`config.mk`:
```
export PLATFORM = sky130hd
export DESIGN_NAME = ifu_pf
export DESIGN_NICKNAME = d
export VERILOG_FILES = /design/src/rtl/ifu_pkg.sv /design/src/rtl/ifu_fifo.sv /design/src/rtl/ifu_pf.sv
export SDC_FILE = /design/constraint.sdc
export NUM_CORES = 1
export LEC_CHECK = 0
export ABC_AREA = 1
export BUFFER_PORTS_ARGS = -buffer_cell sky130_fd_sc_hd__buf_2
export CORE_MARGIN = 3
export CORE_UTILIZATION = 50
export CTS_CLUSTER_DIAMETER = 120
export DETAILED_ROUTE_END_ITERATION = 16
export HOLD_SLACK_MARGIN = 0.08
export PLACE_DENSITY = 0.82
export RECOVER_POWER = 50
export SLEW_MARGIN = 0
export SYNTH_ARGS = -nofsm -noshare
export SYNTH_HDL_FRONTEND = slang
export SYNTH_SLANG_ARGS = --single-unit
```
`constraint.sdc`:
```
create_clock -name clk -period 3.55 [get_ports clk]
set_clock_uncertainty 0.15 [all_clocks]
set_input_delay 0.1775 -clock clk [delete_from_list [all_inputs] [get_ports clk]]
set_output_delay 0.1775 -clock clk [all_outputs]
set_load 0.02 [all_outputs]
```
`src/rtl/ifu_pkg.sv`:
```
// Shared constants and helpers for the cirno9 prefetching fetch unit.
package ifu_pkg;

  localparam int unsigned INST_BYTES   = 4;
  localparam int unsigned INST_W       = 32;
  localparam logic [31:0] RESET_PC_DEF = 32'h8000_0000;

  typedef logic [INST_W-1:0] inst_t;

  // Bits needed to hold a counter that ranges over 0..max_val inclusive.
  function automatic int unsigned cnt_width(input int unsigned max_val);
    return (max_val < 1) ? 1 : $clog2(max_val + 1);
  endfunction

endpackage

```
`src/rtl/ifu_fifo.sv`:
```
// Instruction queue: DEPTH x 32 synchronous FIFO with flush.
module ifu_fifo
  import ifu_pkg::*;
#(
  parameter int unsigned DEPTH = 4
) (
  input  logic  clk,
  input  logic  rst_n,
  input  logic  push_i,
  input  logic  pop_i,
  input  logic  flush_i,
  input  inst_t wdata_i,
  output inst_t rdata_o,
  output logic  full_o,
  output logic  empty_o
);

  localparam int unsigned AW = (DEPTH > 1) ? $clog2(DEPTH) : 1;
  localparam int unsigned PW = AW + 1;

  logic [PW-1:0] wr_ptr_q, wr_ptr_d;
  logic [PW-1:0] rd_ptr_q, rd_ptr_d;
  inst_t         mem_q [DEPTH];
  logic          do_push;
  logic          do_pop;

  // Extra pointer bit tells full from empty when the index bits match.
  always_comb begin
    empty_o = (wr_ptr_q == rd_ptr_q);
    full_o  = (wr_ptr_q[AW] != rd_ptr_q[AW]) &&
              (wr_ptr_q[AW-1:0] == rd_ptr_q[AW-1:0]);
    rdata_o = mem_q[rd_ptr_q[AW-1:0]];
  end

  // Guarded handshakes; flush wins over both.
  always_comb begin
    do_push = push_i && !flush_i && (!full_o || pop_i);
    do_pop  = pop_i && !flush_i && !empty_o;
  end

  // Pointer next state; natural wrap since DEPTH is a power of two.
  always_comb begin
    wr_ptr_d = wr_ptr_q;
    rd_ptr_d = rd_ptr_q;
    if (flush_i) begin
      wr_ptr_d = '0;
      rd_ptr_d = '0;
    end else begin
      if (do_push) wr_ptr_d = wr_ptr_q + PW'(1);
      if (do_pop)  rd_ptr_d = rd_ptr_q + PW'(1);
    end
  end

  // Pointer registers.
  always_ff @(posedge clk or negedge rst_n) begin
    if (!rst_n) begin
      wr_ptr_q <= '0;
      rd_ptr_q <= '0;
    end else begin
      wr_ptr_q <= wr_ptr_d;
      rd_ptr_q <= rd_ptr_d;
    end
  end

  // Storage; contents are don't-care until written.
  always_ff @(posedge clk) begin
    if (do_push) mem_q[wr_ptr_q[AW-1:0]] <= wdata_i;
  end

endmodule

```
`src/rtl/ifu_pf.sv`:
```
// Prefetching fetch unit: fetch-PC generator, credit-limited memory port,
// instruction queue to decode, and redirect with stale-response dropping.
module ifu_pf
  import ifu_pkg::*;
#(
  parameter int unsigned      XLEN     = 32,
  parameter logic [XLEN-1:0]  RESET_PC = XLEN'(RESET_PC_DEF),
  parameter int unsigned      DEPTH    = 4,
  parameter int unsigned      MAX_OUT  = 2
) (
  input  logic            clk,
  input  logic            rst_n,
  output logic            o_req_val,
  input  logic            i_req_rdy,
  output logic [XLEN-1:0] o_req_addr,
  input  logic            i_rsp_val,
  input  logic [31:0]     i_rsp_data,
  output logic            o_in_val,
  input  logic            i_in_rdy,
  output logic [31:0]     o_in,
  output logic [XLEN-1:0] o_pc_r,
  input  logic            i_setpc,
  input  logic [XLEN-1:0] i_pc,
  input  logic [XLEN-1:0] i_pcadd
);

  localparam int unsigned OCC_W = cnt_width(DEPTH);
  localparam int unsigned OUT_W = cnt_width(MAX_OUT);
  localparam int unsigned CRW   = OCC_W + 1;

  logic [XLEN-1:0]  fpc_q, fpc_d;
  logic [XLEN-1:0]  dpc_q, dpc_d;
  logic [OCC_W-1:0] occ_q, occ_d;
  logic [OUT_W-1:0] out_q, out_d;
  logic [OUT_W-1:0] drop_q, drop_d;
  logic             req_val_q, req_val_d;

  logic             req_hs;
  logic             in_val;
  logic             push;
  logic             pop;
  logic [XLEN-1:0]  target;
  logic [CRW-1:0]   credit_sum;
  inst_t            head;
  logic             fifo_full;
  logic             fifo_empty;

  // Handshakes; a response in a redirect cycle or while draining is stale.
  always_comb begin
    req_hs = req_val_q && i_req_rdy;
    in_val = (occ_q != '0) && !i_setpc;
    pop    = in_val && i_in_rdy;
    push   = i_rsp_val && (drop_q == '0) && !i_setpc;
    target = i_pc + i_pcadd;
  end

  // Next-state for PCs and the occupancy / in-flight / drop counters.
  always_comb begin
    fpc_d  = fpc_q;
    dpc_d  = dpc_q;
    occ_d  = occ_q;
    drop_d = drop_q;
    out_d  = out_q;

    if (req_hs && !i_rsp_val)      out_d = out_q + OUT_W'(1);
    else if (!req_hs && i_rsp_val) out_d = out_q - OUT_W'(1);

    if (i_setpc) begin
      fpc_d  = target;
      dpc_d  = target;
      occ_d  = '0;
      drop_d = out_d;
    end else begin
      if (req_hs) fpc_d = fpc_q + XLEN'(INST_BYTES);
      if (pop)    dpc_d = dpc_q + XLEN'(INST_BYTES);
      if (push && !pop)      occ_d = occ_q + OCC_W'(1);
      else if (!push && pop) occ_d = occ_q - OCC_W'(1);
      if (i_rsp_val && (drop_q != '0)) drop_d = drop_q - OUT_W'(1);
    end
  end

  // Request credit: live entries (queued + in flight - stale) must leave a slot.
  always_comb begin
    credit_sum = CRW'(occ_d) + CRW'(out_d) - CRW'(drop_d);
    req_val_d  = (out_d < OUT_W'(MAX_OUT)) && (credit_sum < CRW'(DEPTH));
  end

  // State registers.
  always_ff @(posedge clk or negedge rst_n) begin
    if (!rst_n) begin
      fpc_q     <= RESET_PC;
      dpc_q     <= RESET_PC;
      occ_q     <= '0;
      out_q     <= '0;
      drop_q    <= '0;
      req_val_q <= 1'b0;
    end else begin
      fpc_q     <= fpc_d;
      dpc_q     <= dpc_d;
      occ_q     <= occ_d;
      out_q     <= out_d;
      drop_q    <= drop_d;
      req_val_q <= req_val_d;
    end
  end

  ifu_fifo #(
    .DEPTH (DEPTH)
  ) u_fifo (
    .clk     (clk),
    .rst_n   (rst_n),
    .push_i  (push),
    .pop_i   (pop),
    .flush_i (i_setpc),
    .wdata_i (i_rsp_data),
    .rdata_o (head),
    .full_o  (fifo_full),
    .empty_o (fifo_empty)
  );

  // Output drive.
  always_comb begin
    o_req_val  = req_val_q;
    o_req_addr = fpc_q;
    o_in_val   = in_val;
    o_in       = head;
    o_pc_r     = dpc_q;
  end

  a_no_push_full: assert property (@(posedge clk) disable iff (!rst_n)
    !(push && fifo_full && !pop));
  a_out_max: assert property (@(posedge clk) disable iff (!rst_n)
    out_q <= OUT_W'(MAX_OUT));
  a_rsp_in_flight: assert property (@(posedge clk) disable iff (!rst_n)
    !(i_rsp_val && (out_q == '0)));
  a_occ_empty: assert property (@(posedge clk) disable iff (!rst_n)
    (occ_q == '0) == fifo_empty);

endmodule

```
# Word-level counts from Yosys, hierarchy flattened
# Memories as Yosys holds them, arrays and structs flattened.
# Cells that the tools add are included.
[op_classes]
addsub = 12
multipliers = 0
n_div = 0
order_cmp = 2
eq_ne = 3
shifts = 0
muxes = 17
bitwise = 0
n_reduce_logical = 31
[ops]
columns = ["cell", "n"]
rows = [
  ["32-bit two-way mux", 4],
  ["32-bit by 3-bit adder with 32-bit output, second input constant", 2],
  ["32-bit adder", 1],
  ["3-bit two-way mux", 7],
  ["1-bit logical AND", 16],
  ["2-bit nonzero test", 5],
  ["3-bit by 1-bit adder with 3-bit output, second input constant", 3],
  ["2-bit two-way mux", 4],
  ["1-bit zero test", 7],
  ["3-bit by 2-bit adder with 4-bit output", 1],
  ["4-bit by 3-bit < comparator with 1-bit output, second input constant", 1],
  ["2-bit by 1-bit subtractor with 2-bit output, second input constant", 2],
  ["4-bit by 2-bit subtractor with 4-bit output", 1],
  ["3-bit equality test", 1],
  ["3-bit nonzero test", 1],
  ["3-bit by 1-bit subtractor with 3-bit output, second input constant", 1],
  ["2-bit by 1-bit adder with 2-bit output, second input constant", 1],
  ["2-bit equality test", 1],
  ["2-bit zero test", 1],
  ["2-bit < comparator, second input constant", 1],
  ["1-bit two-way mux", 2],
  ["1-bit logical OR", 1],
  ["1-bit != test", 1],
]
[word_totals]
ff_bits = 78
latchBits = 0
mem_bits_rw = 128
rom_bits = 0
output_inout_bits = 98
word_cells = 74
n_memories = 1
[mem_list]
columns = ["name", "words", "width", "read_ports", "rd_clocked_by_memory_dff", "wr", "line_no", "text"]
rows = [
  ["u_fifo.mem_q", 4, 32, 1, 0, 1, "ifu_fifo.sv:23", "inst_t mem_q [DEPTH];"],
]

# Depth between registers and ports, before layout
[depth]
depth_word = 12
depth_mapped = 15

# Modules after synthesis
# From an unflattened synthesis, not the netlist that was laid out.
[hier_totals]
cells_unflattened = 1540
area_unflattened_um2 = 12400.6
[modules_own_cells]
columns = ["module", "instances", "cells_each", "area_each_um2"]
rows = [
  ["ifu_pf", 1, 1167, 7195.7],
  ["ifu_fifo", 1, 373, 5205.0],
]

# Worst setup path after synthesis
# No wires, ideal clock.
[synth_timing]
kind = "register to register"
from = "reg occ_q[0]"
to = "mem u_fifo.mem_q[0][0] (netlist name) (enable)"
arrival_time_ns = 2.543
path_slack_ns = 0.436
stages_incl_launch_ff = 9
n_path_buf = 1
path_cell_list = "dfrtp_1 > inv_1 > ha_1 > nand2_4 > nand3_4 > buf_6 > nand3b_1 > nand2_1 > nor2_1"
[synth_between]
elab_chain_len = 7
[synth_rtl]
columns = ["element", "line_no", "text"]
rows = [
  ["start, declared", "ifu_pf.sv:33", "logic [OCC_W-1:0] occ_q, occ_d;"],
  ["start signal, assigned", "ifu_pf.sv:93", "occ_q <= '0;"],
  ["start signal, assigned", "ifu_pf.sv:100", "occ_q <= occ_d;"],
  ["3-bit nonzero test", "ifu_pf.sv:51", "in_val = (occ_q != '0) && !i_setpc;"],
  ["1-bit logical AND", "ifu_pf.sv:51", ""],
  ["1-bit logical AND", "ifu_pf.sv:52", "pop = in_val && i_in_rdy;"],
  ["1-bit logical OR", "ifu_fifo.sv:37", "do_push = push_i && !flush_i && (!full_o || pop_i);"],
  ["1-bit logical AND", "ifu_fifo.sv:37", ""],
  ["1-bit two-way mux", "ifu_fifo.sv:67", "if (do_push) mem_q[wr_ptr_q[AW-1:0]] <= wdata_i;"],
  ["1-bit two-way mux (implied by the code)", "ifu_fifo.sv:67", ""],
  ["end, declared", "ifu_fifo.sv:23", ""],
]
# No other way between the ends.

# Worst setup path after layout
[layout_timing]
from = "reg req_val_q (netlist: o_req_val)"
to = "reg req_val_q (netlist: o_req_val)"
[layout_between]
elab_chain_len = 9
word_cells_on_any_way = 12
cone_classes = "2 x add/sub; 2 x order compare; 3 x mux; 5 x reduce/logical"
[layout_rtl]
columns = ["element", "line_no", "text"]
rows = [
  ["start, declared", "ifu_pf.sv:36", "logic req_val_q, req_val_d;"],
  ["start signal, assigned", "ifu_pf.sv:103", "req_val_q <= req_val_d;"],
  ["1-bit logical AND *", "ifu_pf.sv:50", "req_hs = req_val_q && i_req_rdy;"],
  ["1-bit zero test", "ifu_pf.sv:66", "else if (!req_hs && i_rsp_val) out_d = out_q - OUT_W'(1);"],
  ["1-bit logical AND", "ifu_pf.sv:66", ""],
  ["2-bit two-way mux", "ifu_pf.sv:66", ""],
  ["2-bit two-way mux *", "ifu_pf.sv:65", "if (req_hs && !i_rsp_val) out_d = out_q + OUT_W'(1);"],
  ["named net out_d[1]", "ifu_pf.sv:34", "logic [OUT_W-1:0] out_q, out_d;"],
  ["3-bit by 2-bit adder with 4-bit output or 2-bit two-way mux (tied branches)", "ifu_pf.sv:84, ifu_pf.sv:68", ""],
  ["4-bit by 2-bit subtractor with 4-bit output", "ifu_pf.sv:84", "credit_sum = CRW'(occ_d) + CRW'(out_d) - CRW'(drop_d);"],
  ["4-bit by 3-bit < comparator with 1-bit output", "ifu_pf.sv:85", "req_val_d = (out_d < OUT_W'(MAX_OUT)) && (credit_sum < CRW'(DEPTH));"],
  ["1-bit logical AND *", "ifu_pf.sv:85", ""],
  ["named net req_val_d", "ifu_pf.sv:36", ""],
]
# Mark *: on every way through the listed nets, which the timed path passes. The rest lies on a longest branch.
# A chain may end at the register's enable or synchronous reset.

==> flow_summary_export.csv <==
group,metric,value,unit
run_status,outcome,"finished, violations left",
power_and_ir_drop,internal_power,4.85,mW
final_layout,fillerInstances,2103,
final_layout,post-route-util,0.612,
power_and_ir_drop,power_density,528,mW/mm^2
power_and_ir_drop,switching_share,0.365,
cts,tritoncts,"yes",
yosys,ys_top_cells_by_area,"edfxtp_1 (32%), dfrtp_1 (16%), nand2_1 (12%), nor2_1 (7.0%), o21ai_0 (5.3%)",
cts,cts_sinks,206,
sta,rsz0062_at_grt,"no",
yosys,async_flop_share,0.379,
sta,drv_slew,62,
drt,antenna_left,0,
power_and_ir_drop,p_leak,6.41,nW
drt,viasPerCell,5.40,
cts,cts-root-buf,"clkbuf_16",
grt,grt_usage,0.258,
worst_setup_path,path_common_cell,"nand2_1",
drt,via_count,11300,
final_layout,drive_above_1_share,0.115,
yosys,ys_warn_count,0,
power_and_ir_drop,ir_drop,0.300,mV
final_layout,diodes,0,
floorplanning,placeableCoreArea,0.0236,mm^2
floorplanning,row_count,56,
floorplanning,die_area,0.0261,mm^2
cts,cts-htree-levels,1,
grt,overflow,0,
power_and_ir_drop,pwr-share-comb,0.307,
place,dp_hpwl,24.6,mm
sta,final_hold_viol_count,0,
yosys,synth_cell_types,44,
yosys,netlist_area,0.0121,mm^2
worst_setup_path,worst-path-buf-inv,1,
power_and_ir_drop,power_switching,2.78,mW
floorplanning,start_util,0.513,
worst_setup_path,crit_fanout,18,
yosys,syn_inst,1517,
floorplanning,die_h,162,um
power_and_ir_drop,power,7.63,mW
yosys,seq_area_frac_synth,0.478,
final_layout,nets,1903,
cts,numCtsBuffers,22,
worst_setup_path,arrival,3.32,ns
worst_setup_path,start_kind,"flop",
power_and_ir_drop,pwr-share-clk,0.287,
worst_setup_path,worstSetupEndpointType,"flop",
sta,finalSetupViolations,0,
worst_setup_path,cp_cell_sequence,"nand2_1 -> buf_4 -> nand2_1 -> nand2_1 -> o21ai_0 -> xnor2_1 -> o21ai_0 -> fa_1 -> ha_1 -> nand3_1 -> nand2_1 -> nand2_1 -> nand3b_1 -> nor2_1",
drt,routed_wirelength,34.2,mm
yosys,synth-seq-cells,206,
worst_setup_path,cp_slowest_cell,"fa_1",
cts,insertion_delay,0.50,ns
cts,cts_max_path_buffers,3,
sta,max_freq,0.329,GHz
final_layout,final_common_cell,"nand2_1",
yosys,synth_top_cell_by_area,"edfxtp_1",
sta,maxSlewHeadroom,-0.0319,
cts,clkTransAtPathRegs,0.06,ns
sta,worst_pin_slew,1.55,ns
sta,finalSetupTns,0,ns
worst_setup_path,cp.required,3.83,ns
floorplanning,ioPinCount,200,
grt,antenna_found_initial,0,
sta,fin_crit,3.04,ns
worst_setup_path,critPathMaxStageDelay,0.50,ns
final_layout,syn_to_final_growth,19.3,%
yosys,synth_edf_count,128,
grt,grt_pass1_vias,10800,
drt,drcViolationCount,0,
drt,first_pass_iters,5,
job,drv_cap,1,
yosys,syn_avg_cell_area,7.99,um^2
sta,finalCritPeriodShare,0.856,
place,port_buffers,199,
place,place.gp.congestion,0.957,
final_layout,layout_common_cells,"nand2_1 (387), nor2_1 (224), inv_1 (143), o21ai_0 (128), edfxtp_1 (128)",
yosys,synth_top_area_frac,0.317,
drt,drtIter0Drc,922,
run_status,violations,"capacitance limit, slew limit",
yosys,syn_nets,1666,
worst_setup_path,path_delay_family,"adder cells",
power_and_ir_drop,p_seq_frac,0.406,
hold_path,hold_class,"input pin to flop",
floorplanning,die_x,162,um
worst_setup_path,path_class,"flop to flop",
grt,grt_max_degree,67,
drt,wire_per_inst,16.4,um
grt,grt_pass1_wl,54.8,mm
yosys,synth-main-ff-cell,"edfxtp_1",
[area by class of cell]
type                    instances  area [um^2]  share of cell area
inverters                     153          577              0.0399
flip-flops and latches        206         5800               0.401
repair buffers                254         1410              0.0975
clock buffers                  27          609              0.0421
well taps                     319          399              0.0276
clock inverters                11         86.3             0.00597
multi-input cells            1117         5580               0.386
[worst register-to-register path, delay by kind of cell, from the launching register on]
| kind | cells | cell delay, ns |
|---|---|---|
| adder cells (fa/ha/maj) | 2 | 0.83 |
| AND/OR/NAND/NOR | 8 | 0.66 |
| XOR/XNOR | 1 | 0.42 |
| flip-flops | 1 | 0.38 |
| AO/OA/AOI/OAI | 2 | 0.32 |
| buffers and inverters | 1 | 0.21 |
[sequential cells by signal, indices dropped and copies added, names as in the netlist]
name             count
o_pc_r              32
o_req_addr          32
drop_q               2
o_req_val            1
occ_q                3
u_fifo.rd_ptr_q      3
u_fifo.mem_q       128
out_q                2
u_fifo.wr_ptr_q      3
[metrics by stage]
stage	area (um^2)	hold slack [ns]	setup WS (ns)	instances
final	14500	0.107	0.510	2087
after global routing	14500	0.122	0.260	2087
after CTS	14600	0.0953	0.534	2087
after detailed placement	13400	0.164	0.546	2007
after global placement	13400	0.150	0.709	2007
after floorplan	12100	-0.268	0.436	1517
[logic make-up after synthesis]
| group | after synthesis | synth area share |
|---|---|---|
| AO/OA/AOI/OAI | 283 | 0.124 |
| XOR/XNOR | 42 | 0.0304 |
| adder cells (fa/ha/maj) | 47 | 0.0498 |
| buffers and inverters | 194 | 0.0619 |
| flip-flops | 206 | 0.478 |
| AND/OR/NAND/NOR | 745 | 0.255 |
[cells in the mapped netlist (15+ instances only)]
library cell	number
nand2_1	387
nor2_1	227
inv_1	143
edfxtp_1	128
o21ai_0	128
a21oi_1	90
dfrtp_1	76
nand3_1	65
ha_1	45
clkbuf_1	34
o22ai_1	32
xor2_1	29
a31oi_1	15
[final timing paths]
check / end / slack, ns / cells past startpoint / start
setup / recovery: o_req_val$_DFF_PN0_ / 0.51 / 14 / o_req_val$_DFF_PN0_
hold / removal: o_req_addr[30]$_DFFE_PN0N_ / 0.11 / 5 / i_pcadd[30]
setup reg to reg: o_req_val$_DFF_PN0_ / 0.51 / 14 / o_req_val$_DFF_PN0_
hold reg to reg: o_pc_r[1]$_DFFE_PN0P_ / 0.33 / 2 / o_pc_r[1]$_DFFE_PN0P_
max in group asynchronous: out_q[1]$_DFF_PN0_ / 1.19 / 3 / rst_n
min in group asynchronous: o_req_addr[27]$_DFFE_PN0N_ / 0.44 / 2 / rst_n
[power by group through the flow]
stage | Sequential, mW | Combinational (mW) | Clock [mW]
after floorplan | 3.24 | 1.40 | 0
after global placement | 3.12 | 2.24 | 0
after detailed placement | 3.13 | 2.32 | 0
after CTS | 3.08 | 2.37 | 2.22
after global routing | 3.13 | 2.62 | 2.31
final | 3.10 | 2.34 | 2.19
[per-layer routing]
layer	part of all wire	global-route usage	up-vias
met2	0.48	0.445	494
met5	0	0	-
met1	0.41	0.334	5185
li1	-	-	5516
met4	0.035	0.0907	0
met3	0.075	0.0370	66
[repair_timing]
item / CTS / global route
hold endpoints to repair: 202 / 0
resized for setup: 0 / 0
setup endpoints to repair: 0 / 0
buffers inserted: 0 / 0
hold buffers: 42 / 0
No activity file was read; power rests on OpenSTA's default activity.
